===== src/rtl/tx_pkg.sv =====
// Shared constants and helpers for the 4-ASK transmit front end: Gray level map,
// PRBS-7 generator step and the per-slot action encoding.
package tx_pkg;

  localparam int LVL_W = 18;

  localparam logic signed [LVL_W-1:0] LVL_M3 = -18'sd98304;
  localparam logic signed [LVL_W-1:0] LVL_M1 = -18'sd32768;
  localparam logic signed [LVL_W-1:0] LVL_P1 =  18'sd32768;
  localparam logic signed [LVL_W-1:0] LVL_P3 =  18'sd98304;

  // x^7 + x^6 + 1: feedback is the XOR of bits 6 and 5
  localparam logic [6:0] PRBS7_TAPS = 7'b110_0000;
  localparam logic [6:0] PRBS7_SEED = 7'h7F;

  typedef enum logic [1:0] {
    SLOT_IDLE,
    SLOT_FIFO,
    SLOT_PRBS,
    SLOT_STARVE
  } slot_act_e;

  function automatic logic signed [LVL_W-1:0] gray_map(input logic [1:0] sym);
    logic signed [LVL_W-1:0] lvl;
    case (sym)
      2'b00:   lvl = LVL_M3;
      2'b01:   lvl = LVL_M1;
      2'b11:   lvl = LVL_P1;
      default: lvl = LVL_P3;
    endcase
    return lvl;
  endfunction

  function automatic logic [6:0] prbs7_step(input logic [6:0] s);
    return {s[5:0], ^(s & PRBS7_TAPS)};
  endfunction

endpackage


===== src/rtl/sym_fifo.sv =====
// Small symbol FIFO with valid/ready write side and pop/empty read side.
// Pointers carry one extra wrap bit so full and empty are distinguishable.
module sym_fifo #(
  parameter int DEPTH = 4,
  parameter int W     = 2
) (
  input  logic         clk_i,
  input  logic         rst_n_i,
  input  logic         wr_valid_i,
  input  logic [W-1:0] wr_data_i,
  output logic         wr_ready_o,
  input  logic         rd_pop_i,
  output logic         rd_empty_o,
  output logic [W-1:0] rd_data_o
);

  localparam int AW = (DEPTH > 1) ? $clog2(DEPTH) : 1;

  logic [W-1:0] mem_q [DEPTH];
  logic [AW:0]  wr_ptr_q, wr_ptr_d;
  logic [AW:0]  rd_ptr_q, rd_ptr_d;
  logic         full;
  logic         wr_en;
  logic         rd_en;

  assign full       = (wr_ptr_q[AW] != rd_ptr_q[AW]) &&
                      (wr_ptr_q[AW-1:0] == rd_ptr_q[AW-1:0]);
  assign rd_empty_o = (wr_ptr_q == rd_ptr_q);
  assign wr_ready_o = !full;
  assign rd_data_o  = mem_q[rd_ptr_q[AW-1:0]];

  // Both qualifiers come from registered pointers, so a pop on a full FIFO
  // cannot admit a write in the same cycle and a write cannot feed a pop on empty.
  assign wr_en = wr_valid_i && !full;
  assign rd_en = rd_pop_i && !rd_empty_o;

  always_comb begin
    wr_ptr_d = wr_ptr_q;
    rd_ptr_d = rd_ptr_q;
    if (wr_en) wr_ptr_d = wr_ptr_q + (AW+1)'(1);
    if (rd_en) rd_ptr_d = rd_ptr_q + (AW+1)'(1);
  end

  always_ff @(posedge clk_i or negedge rst_n_i) begin
    if (!rst_n_i) begin
      wr_ptr_q <= '0;
      rd_ptr_q <= '0;
    end else begin
      wr_ptr_q <= wr_ptr_d;
      rd_ptr_q <= rd_ptr_d;
    end
  end

  always_ff @(posedge clk_i) begin
    if (wr_en) mem_q[wr_ptr_q[AW-1:0]] <= wr_data_i;
  end

endmodule


===== src/rtl/tx_sym_upsampler.sv =====
// 4-ASK transmit front end: buffers symbols (or draws PRBS-7), Gray-maps them to
// 1s17 levels and zero-stuffs by UPS at the sample strobe rate.
module tx_sym_upsampler
  import tx_pkg::*;
#(
  parameter int WIDTH      = 18,
  parameter int UPS        = 4,
  parameter int FIFO_DEPTH = 4,
  parameter int UFL_CNT_W  = 16
) (
  input  logic                    sys_clk,
  input  logic                    reset_n,
  input  logic                    sam_clk_en,
  input  logic                    tx_en,
  input  logic                    prbs_en,
  input  logic [1:0]              sym_in,
  input  logic                    sym_valid,
  output logic                    sym_ready,
  output logic signed [WIDTH-1:0] y,
  output logic                    sym_strobe,
  output logic                    underflow,
  output logic [UFL_CNT_W-1:0]    ufl_count,
  input  logic                    clr_ufl
);

  localparam int PH_W = (UPS > 1) ? $clog2(UPS) : 1;
  localparam logic [PH_W-1:0] PH_LAST = PH_W'(UPS - 1);

  logic [PH_W-1:0]         phase_q, phase_d;
  logic signed [WIDTH-1:0] y_q, y_d;
  logic                    strobe_q, strobe_d;
  logic                    ufl_q, ufl_d;
  logic [UFL_CNT_W-1:0]    cnt_q, cnt_d;
  logic [6:0]              lfsr_q, lfsr_d;

  logic       fifo_empty;
  logic [1:0] fifo_data;
  logic       fifo_pop;
  slot_act_e  act;

  sym_fifo #(
    .DEPTH (FIFO_DEPTH),
    .W     (2)
  ) u_fifo (
    .clk_i      (sys_clk),
    .rst_n_i    (reset_n),
    .wr_valid_i (sym_valid),
    .wr_data_i  (sym_in),
    .wr_ready_o (sym_ready),
    .rd_pop_i   (fifo_pop),
    .rd_empty_o (fifo_empty),
    .rd_data_o  (fifo_data)
  );

  always_comb begin
    act = SLOT_IDLE;
    if (sam_clk_en && tx_en && (phase_q == '0)) begin
      if (prbs_en)          act = SLOT_PRBS;
      else if (!fifo_empty) act = SLOT_FIFO;
      else                  act = SLOT_STARVE;
    end
  end

  assign fifo_pop = (act == SLOT_FIFO);

  always_comb begin
    phase_d  = phase_q;
    y_d      = y_q;
    strobe_d = 1'b0;
    ufl_d    = ufl_q;
    cnt_d    = cnt_q;
    lfsr_d   = lfsr_q;
    if (sam_clk_en) begin
      y_d = '0;
      if (!tx_en) begin
        phase_d = '0;
      end else begin
        phase_d = (phase_q == PH_LAST) ? '0 : phase_q + PH_W'(1);
        case (act)
          SLOT_FIFO: begin
            y_d      = WIDTH'(gray_map(fifo_data));
            strobe_d = 1'b1;
          end
          SLOT_PRBS: begin
            y_d      = WIDTH'(gray_map(lfsr_q[1:0]));
            strobe_d = 1'b1;
            lfsr_d   = prbs7_step(prbs7_step(lfsr_q));
          end
          SLOT_STARVE: begin
            ufl_d = 1'b1;
            if (cnt_q != '1) cnt_d = cnt_q + UFL_CNT_W'(1);
          end
          default: ;
        endcase
      end
    end
    // A clear on the same edge as a starved slot discards that event.
    if (clr_ufl) begin
      ufl_d = 1'b0;
      cnt_d = '0;
    end
  end

  always_ff @(posedge sys_clk or negedge reset_n) begin
    if (!reset_n) begin
      phase_q  <= '0;
      y_q      <= '0;
      strobe_q <= 1'b0;
      ufl_q    <= 1'b0;
      cnt_q    <= '0;
      lfsr_q   <= PRBS7_SEED;
    end else begin
      phase_q  <= phase_d;
      y_q      <= y_d;
      strobe_q <= strobe_d;
      ufl_q    <= ufl_d;
      cnt_q    <= cnt_d;
      lfsr_q   <= lfsr_d;
    end
  end

  assign y          = y_q;
  assign sym_strobe = strobe_q;
  assign underflow  = ufl_q;
  assign ufl_count  = cnt_q;

endmodule


===== config.mk =====
export PLATFORM = sky130hd
export DESIGN_NAME = tx_sym_upsampler
export DESIGN_NICKNAME = d
export VERILOG_FILES = /design/src/rtl/tx_pkg.sv /design/src/rtl/sym_fifo.sv /design/src/rtl/tx_sym_upsampler.sv
export SDC_FILE = /design/constraint.sdc
export NUM_CORES = 1
export LEC_CHECK = 0
export CAP_MARGIN = 20
export CELL_PAD_IN_SITES_DETAIL_PLACEMENT = 1
export CELL_PAD_IN_SITES_GLOBAL_PLACEMENT = 2
export CORE_MARGIN = 2
export CORE_UTILIZATION = 33
export CTS_CLUSTER_DIAMETER = 200
export DETAILED_ROUTE_END_ITERATION = 12
export PLACE_DENSITY = 0.84
export SKIP_CTS_REPAIR_TIMING = 1
export SLEW_MARGIN = 5
export SYNTH_ARGS = -nofsm -noshare
export SYNTH_HDL_FRONTEND = slang
export SYNTH_SLANG_ARGS = --single-unit
export TNS_END_PERCENT = 10

===== constraint.sdc =====
create_clock -name sys_clk -period 2.7 [get_ports sys_clk]
set_input_delay 0.27 -clock sys_clk [delete_from_list [all_inputs] [get_ports sys_clk]]
set_output_delay 0.27 -clock sys_clk [all_outputs]
set_load 0.03 [all_outputs]

# --- Word-level counts from Yosys, hierarchy flattened ---
# Memory sizes are Yosys's and may differ from the RTL's.
# Index checks and enable logic that the tools add are counted.
word_totals:
  ff_bits: 51
  mem_bits_rw: 8
  output_inout_bits: 37
  mem_count: 1
mem_list:
  columns: ["name", "words", "width", "rd", "rd_ports_with_merged_regs", "write_ports", "line_no", "rtl"]
  rows:
  - ["u_fifo.mem_q", 4, 2, 1, 0, 1, "sym_fifo.sv:19", "logic [W-1:0] mem_q [DEPTH];"]
op_classes:
  addsub: 4
  eq_ne: 12
  n_mux: 23
  n_reduce_logical: 20
ops:
  columns: ["operator", "count"]
  rows:
  - ["$pmux 18 s3", 2]
  - ["$mux 16", 5]
  - ["$pmux 18 s2", 1]
  - ["$mux 18", 1]
  - ["$add 16x1->16 const B", 1]
  - ["$ne 16x16->1 const B", 1]
  - ["$reduce_xor 7->1", 2]
  - ["$eq 2x2->1 const B", 5]
  - ["$mux 2", 5]
  - ["$mux 1", 9]
  - ["$reduce_bool 2->1", 4]
  - ["$add 3x1->3 const B", 2]
  - ["$eq 2x1->1 const B", 3]
  - ["$logic_not 2->1", 3]
  - ["$reduce_and 3->1", 2]
  - ["$logic_and 1x1->1", 5]
  - ["$reduce_and 4->1", 1]
  - ["$eq 3x3->1", 1]
  - ["$add 2x1->2 const B", 1]
  - ["$eq 2x2->1", 1]
  - ["$logic_not 1->1", 2]
  - ["$reduce_or 2->1", 1]
  - ["$ne 1x1->1", 1]

# --- Depth between registers and ports, before layout ---
# Gate-level depths: netlist of run 1.
depth:
  depth_word: 9
  mapped_depth: 7
  mapped_depth_nobuf: 7

# --- Modules after synthesis ---
# From an unflattened synthesis of run 1, not the netlist that was laid out.
hier_totals:
  cells_unflattened: 245
  area_unflattened_um2: 2542.4
by_module_without_submodules:
  columns: ["mod", "instances", "cells_per_inst", "area_per_inst_um2"]
  rows:
  - ["tx_sym_upsampler", 1, 189, 1799.2]
  - ["sym_fifo", 1, 56, 743.2]

# --- Worst setup path before layout of run 1 ---
# No wires, ideal clock.
synth_path:
  path_kind: "register -> register"
  start: "register cnt_q[0] (netlist: ufl_count[0])"
  end: "register cnt_q[8] (netlist: ufl_count[8])"
  setup_time_ps: 127
  arrival_ps: 2084
  t_required_ps: 2573
  setup_slack_ps: 489
  path_stages_with_launch: 7
  path_cell_list: "dfrtp_1 ha_1 nand3_1 or4_1 o211a_1 nand3_1 mux2_1"
synth_between:
  elab_chain_cells: 6
  elab_cells_between_ends: 9
synth_lines:
  columns: ["item", "line_no", "rtl"]
  rows:
  - ["start: declaration", "tx_sym_upsampler.sv:33", "logic [UFL_CNT_W-1:0] cnt_q, cnt_d;"]
  - ["start signal: assignment", "tx_sym_upsampler.sv:117", "cnt_q <= cnt_d;"]
  - ["$add 16x1->16", "tx_sym_upsampler.sv:91", "if (cnt_q != '1) cnt_d = cnt_q + UFL_CNT_W'(1);"]
  - ["$mux 16", "tx_sym_upsampler.sv:91", null]
  - ["$mux 16", "tx_sym_upsampler.sv:79", "case (act)"]
  - ["$mux 16", "tx_sym_upsampler.sv:75", "if (!tx_en) begin"]
  - ["$mux 16", "tx_sym_upsampler.sv:73", "if (sam_clk_en) begin"]
  - ["$mux 16", "tx_sym_upsampler.sv:98", "if (clr_ufl) begin"]
# Several ways; a longest one is shown, not always the timed one. The select of a mux whose other input is x is not followed.
# A chain may end at the register's enable or synchronous reset.

# --- Worst setup path in the final report of run 1 ---
layout_path:
  start: "register u_fifo.rd_ptr_q[1]"
  end: "output sym_ready"
layout_between:
  elab_chain_cells: 3
layout_lines:
  columns: ["item", "line_no", "rtl"]
  rows:
  - ["start: declaration", "sym_fifo.sv:21", "logic [AW:0] rd_ptr_q, rd_ptr_d;"]
  - ["start signal: assignment", "sym_fifo.sv:50", "rd_ptr_q <= rd_ptr_d;"]
  - ["$eq 2x2->1", "sym_fifo.sv:27", "(wr_ptr_q[AW-1:0] == rd_ptr_q[AW-1:0]);"]
  - ["$logic_and 1x1->1", "sym_fifo.sv:26", "assign full = (wr_ptr_q[AW] != rd_ptr_q[AW]) &&"]
  - ["$logic_not 1->1", "sym_fifo.sv:29", "assign wr_ready_o = !full;"]
  - ["end: declaration", "tx_sym_upsampler.sv:18", "output logic sym_ready,"]
# Every way passes these cells.

==> results.md, run 1 <==
- Status: finished clean
- Core footprint: 0.007137 mm2
- Final hold slack: 0.06498 ns
- Critical path class: flop to primary output
- Ports: between 40 and 50
- Logic gate share of total power: about a third
- Largest family of logic cells by synthesized area: simple AND/OR/NAND/NOR gates
- Setup slack, reg-to-reg: 0.42 ns
- Max clock buf depth: 2
- Design area: 0.002840 mm2
- Initial core utilization: 33.66%
- Area contributors post-synth: dfrtp_1 (30%), edfxtp_1 (10%), dfstp_2 (7.7%), ha_1 (7.3%), buf_4 (4.7%)
- Num rows: 31
- Fin nets: 274
- Reg2reg end: ufl_count[11]
- Fin cells: 351
- MaxCap Viol Count: 0
- Simple-gate share of the synthesized area: 16.82%
- Worst rel slew slack: 46.02%
- Switching pwr: around 770 uW
- Share of cells above drive strength 1: 11.51%
- CP Launch Type: flop
- Gr ovfl total: 0
- Sequential element share of the synthesized area: 47.86%
- Die area: ~0.0080 mm2
- Arr. time, crit path: 2.04 ns
- # fillers: 813
- Cells after DPL: 343
- Post-synth top area share: 30.21%
- Clock sinks: 44
- Final setup fails: 0
- Part of the power in registers: 47.4%
- Fmax: 432.1 MHz
- Largest net degree at the start of global routing: 37
- Clock Power Share: a little under a fifth
- Final GP Congestion: 0.7466
- TritonRoute pass-1 iters: 4
- Final HPWL DP: ~3800 um
- Routed vias: approximately 1600
- DIE HEIGHT: 89.32 um
- Switching share of power: 36.59%
- Pre-CTS setup slack: roughly 0.2 ns
- TritonCTS clock tree: done
- Worst reg2reg path depth: 7
- Setup_tns: 0 ns
- Min cycle time layout: 2.314 ns
- Post-synthesis mux area share: 6.302%
- Hold Crit Class: primary input to asynchronous set/reset pin
- EDFF count, synth: 8
- Yosys warns: 0
- Compound-cell area share of the yosys netlist: 8.021%
- Post-synth cell types: 48
- Clk_lat worst skew: around 0.30 ns
- Port Buf Inserts: 30
- Period utilisation layout: 85.71%
- Internal Power: roughly 1.3 mW
- P per Cell Area: 737.6 mW/mm2
- Layout Skew: 0.007441 ns
- WP data required: 2.43 ns
- Post-synth top flop: dfrtp_1
- Clock transition at the registers of the reported paths: 0.08 ns
- Ys async rst share: 81.82%
- Clock root buffer: clkbuf_8
- Mapped Area: 0.002402 mm2
- Unrepaired setup endpoints after global routing: false
- # diodes: 0
- Die Wd: between 80 and 90 um
- Final Hold Violating Endpoints: 0
- Wire length per cell: ~14 um
- Pins Over Slew Limit: 0
- Area Overhead vs Synth: 18.23%
- Area leader, netlist: dfrtp_1
- DRC violations left: 0
- Worst r2r src: phase_q[0]
- Least-Margin Pin Slew: 0.8097 ns
- Num CTS Buffers: 5
- H-tree lvl count: 2
- Synth Register Bits: 44
- Synth Area in Adders: 7.292%
- Initial antenna violation count: 0
- Util after Layout: about two fifths
- Placement Cell Area: approximately 0.0028 mm2
- Most common cell in the netlist: dfrtp_1
- Final WL: 4972 um
- Peak VDD IR: 0.0002780 V
- Post-synth top cells: dfrtp_1 (29), nor2_1 (27), buf_4 (15)
- Routed Antenna Nets: 0
- Total power draw: 2.095 mW
- Global-route wire length before repair: 8376 um
- Syn_area_per_cell: 11.07 um2
- All-Layer GR Usage: 13.90%
- Leakage: between 1 and 1.5 nW
- Vias in the first global route: 1706
- Crit path max fanout: 5
- Worst setup EP type: primary output
- Vias per inst: between 4 and 5
- XOR/XNOR share of the synthesized area: around 7%
- Mapped Cells: ~220
- Starting DRC count in detailed routing: 60
- Setup WS post-layout: 0.3858 ns
-- critical path, cell delays in order (launching register included) --
cell and delay [ns]:
dfrtp_1 0.45, xor2_1 0.43, nor2_1 0.12, nand2_1 0.09, clkdlybuf4s50_1 0.66
-- state kept, by name (all words and copies together), names as in the netlist --
signal / flops
lfsr_q: 7
phase_q: 2
sym_strobe: 1
u_fifo.mem_q: 8
u_fifo.rd_ptr_q: 3
u_fifo.wr_ptr_q: 3
ufl_count: 16
underflow: 1
y: 3
-- power by group through the flow --
stage               Clock, mW  Sequential, mW  Combinational [mW]
floorplan                   0            1.01               0.498
global placement            0           0.997               0.687
detailed placement          0            1.01               0.718
CTS                     0.415           0.998               0.724
global route            0.438            1.02               0.817
finish                  0.398           0.992               0.704
-- layer usage --
metal	GRT usage [%]	vias to the layer above	routed length, um
met4	5.292	0	78
met3	2.955	8	149
met2	22.76	29	2426
met1	18.05	806	2318
li1	-	798	-
met5	0	-	0
-- cell type report --
class                           count  area [um2]  share of cell area [%]
Inverter                            9       33.78                   1.189
Sequential cell                    44        1150                   40.48
Clock inverter                      3       13.76                  0.4846
Clock buffer                        5       68.82                   2.423
Timing Repair Buffer               31       302.8                   10.66
Tap cell                           99       123.9                   4.361
Multi-Input combinational cell    160        1147                   40.40
-- worst max-delay path by stage --
| stage | from | endpoint | slack [ns] | depth (start not counted) |
|---|---|---|---|---|
| 3_3_place_gp | sam_clk_en | ufl_count[11] | 0.27 | 6 |
| 2_1_floorplan | ufl_count[0] | ufl_count[8] | 0.49 | 6 |
| 5_1_grt | u_fifo.rd_ptr_q[1] | sym_ready | 0.24 | 4 |
| 3_5_place_dp | sam_clk_en | ufl_count[11] | 0.20 | 6 |
| 6_report | u_fifo.rd_ptr_q[1] | sym_ready | 0.39 | 4 |
| 4_1_cts | u_fifo.rd_ptr_q[1] | sym_ready | 0.34 | 4 |
-- placed cells by master (no fill, tap or decap), types with 2 or more instances in the layout --
cell             count
clkdlybuf4s50_1     29
dfrtp_1             29
nor2_1              27
conb_1              15
ha_1                14
nand3_1             13
nand2_1             10
inv_1                9
xor2_1               9
edfxtp_1             8
xnor2_1              7
dfstp_2              7
o21ai_0              6
clkbuf_8             5
and2_1               4
mux2_2               4
a21oi_1              4
nor3_1               4
nand4_1              3
nor2b_1              3
mux2_1               3
a211oi_1             3
mux4_1               2
and3_1               2
a31oi_1              2
o211ai_1             2
mux2i_1              2
clkinv_2             2
-- logic make-up after synthesis --
logic type,after synthesis
buffers and inverters,27
AND/OR/NAND/NOR,77
flip-flops,44
adder cells (fa/ha/maj),14
AO/OA/AOI/OAI,26
multiplexers,11
XOR/XNOR,17
other,1
No activity file was read; power rests on OpenSTA's default activity.
==> run 2, diff against run 1 <==
SKIP_CTS_REPAIR_TIMING = not set   (was 1)
==> results of run 2 <==
Final layout, timing and power as in run 1 (identical DEF).
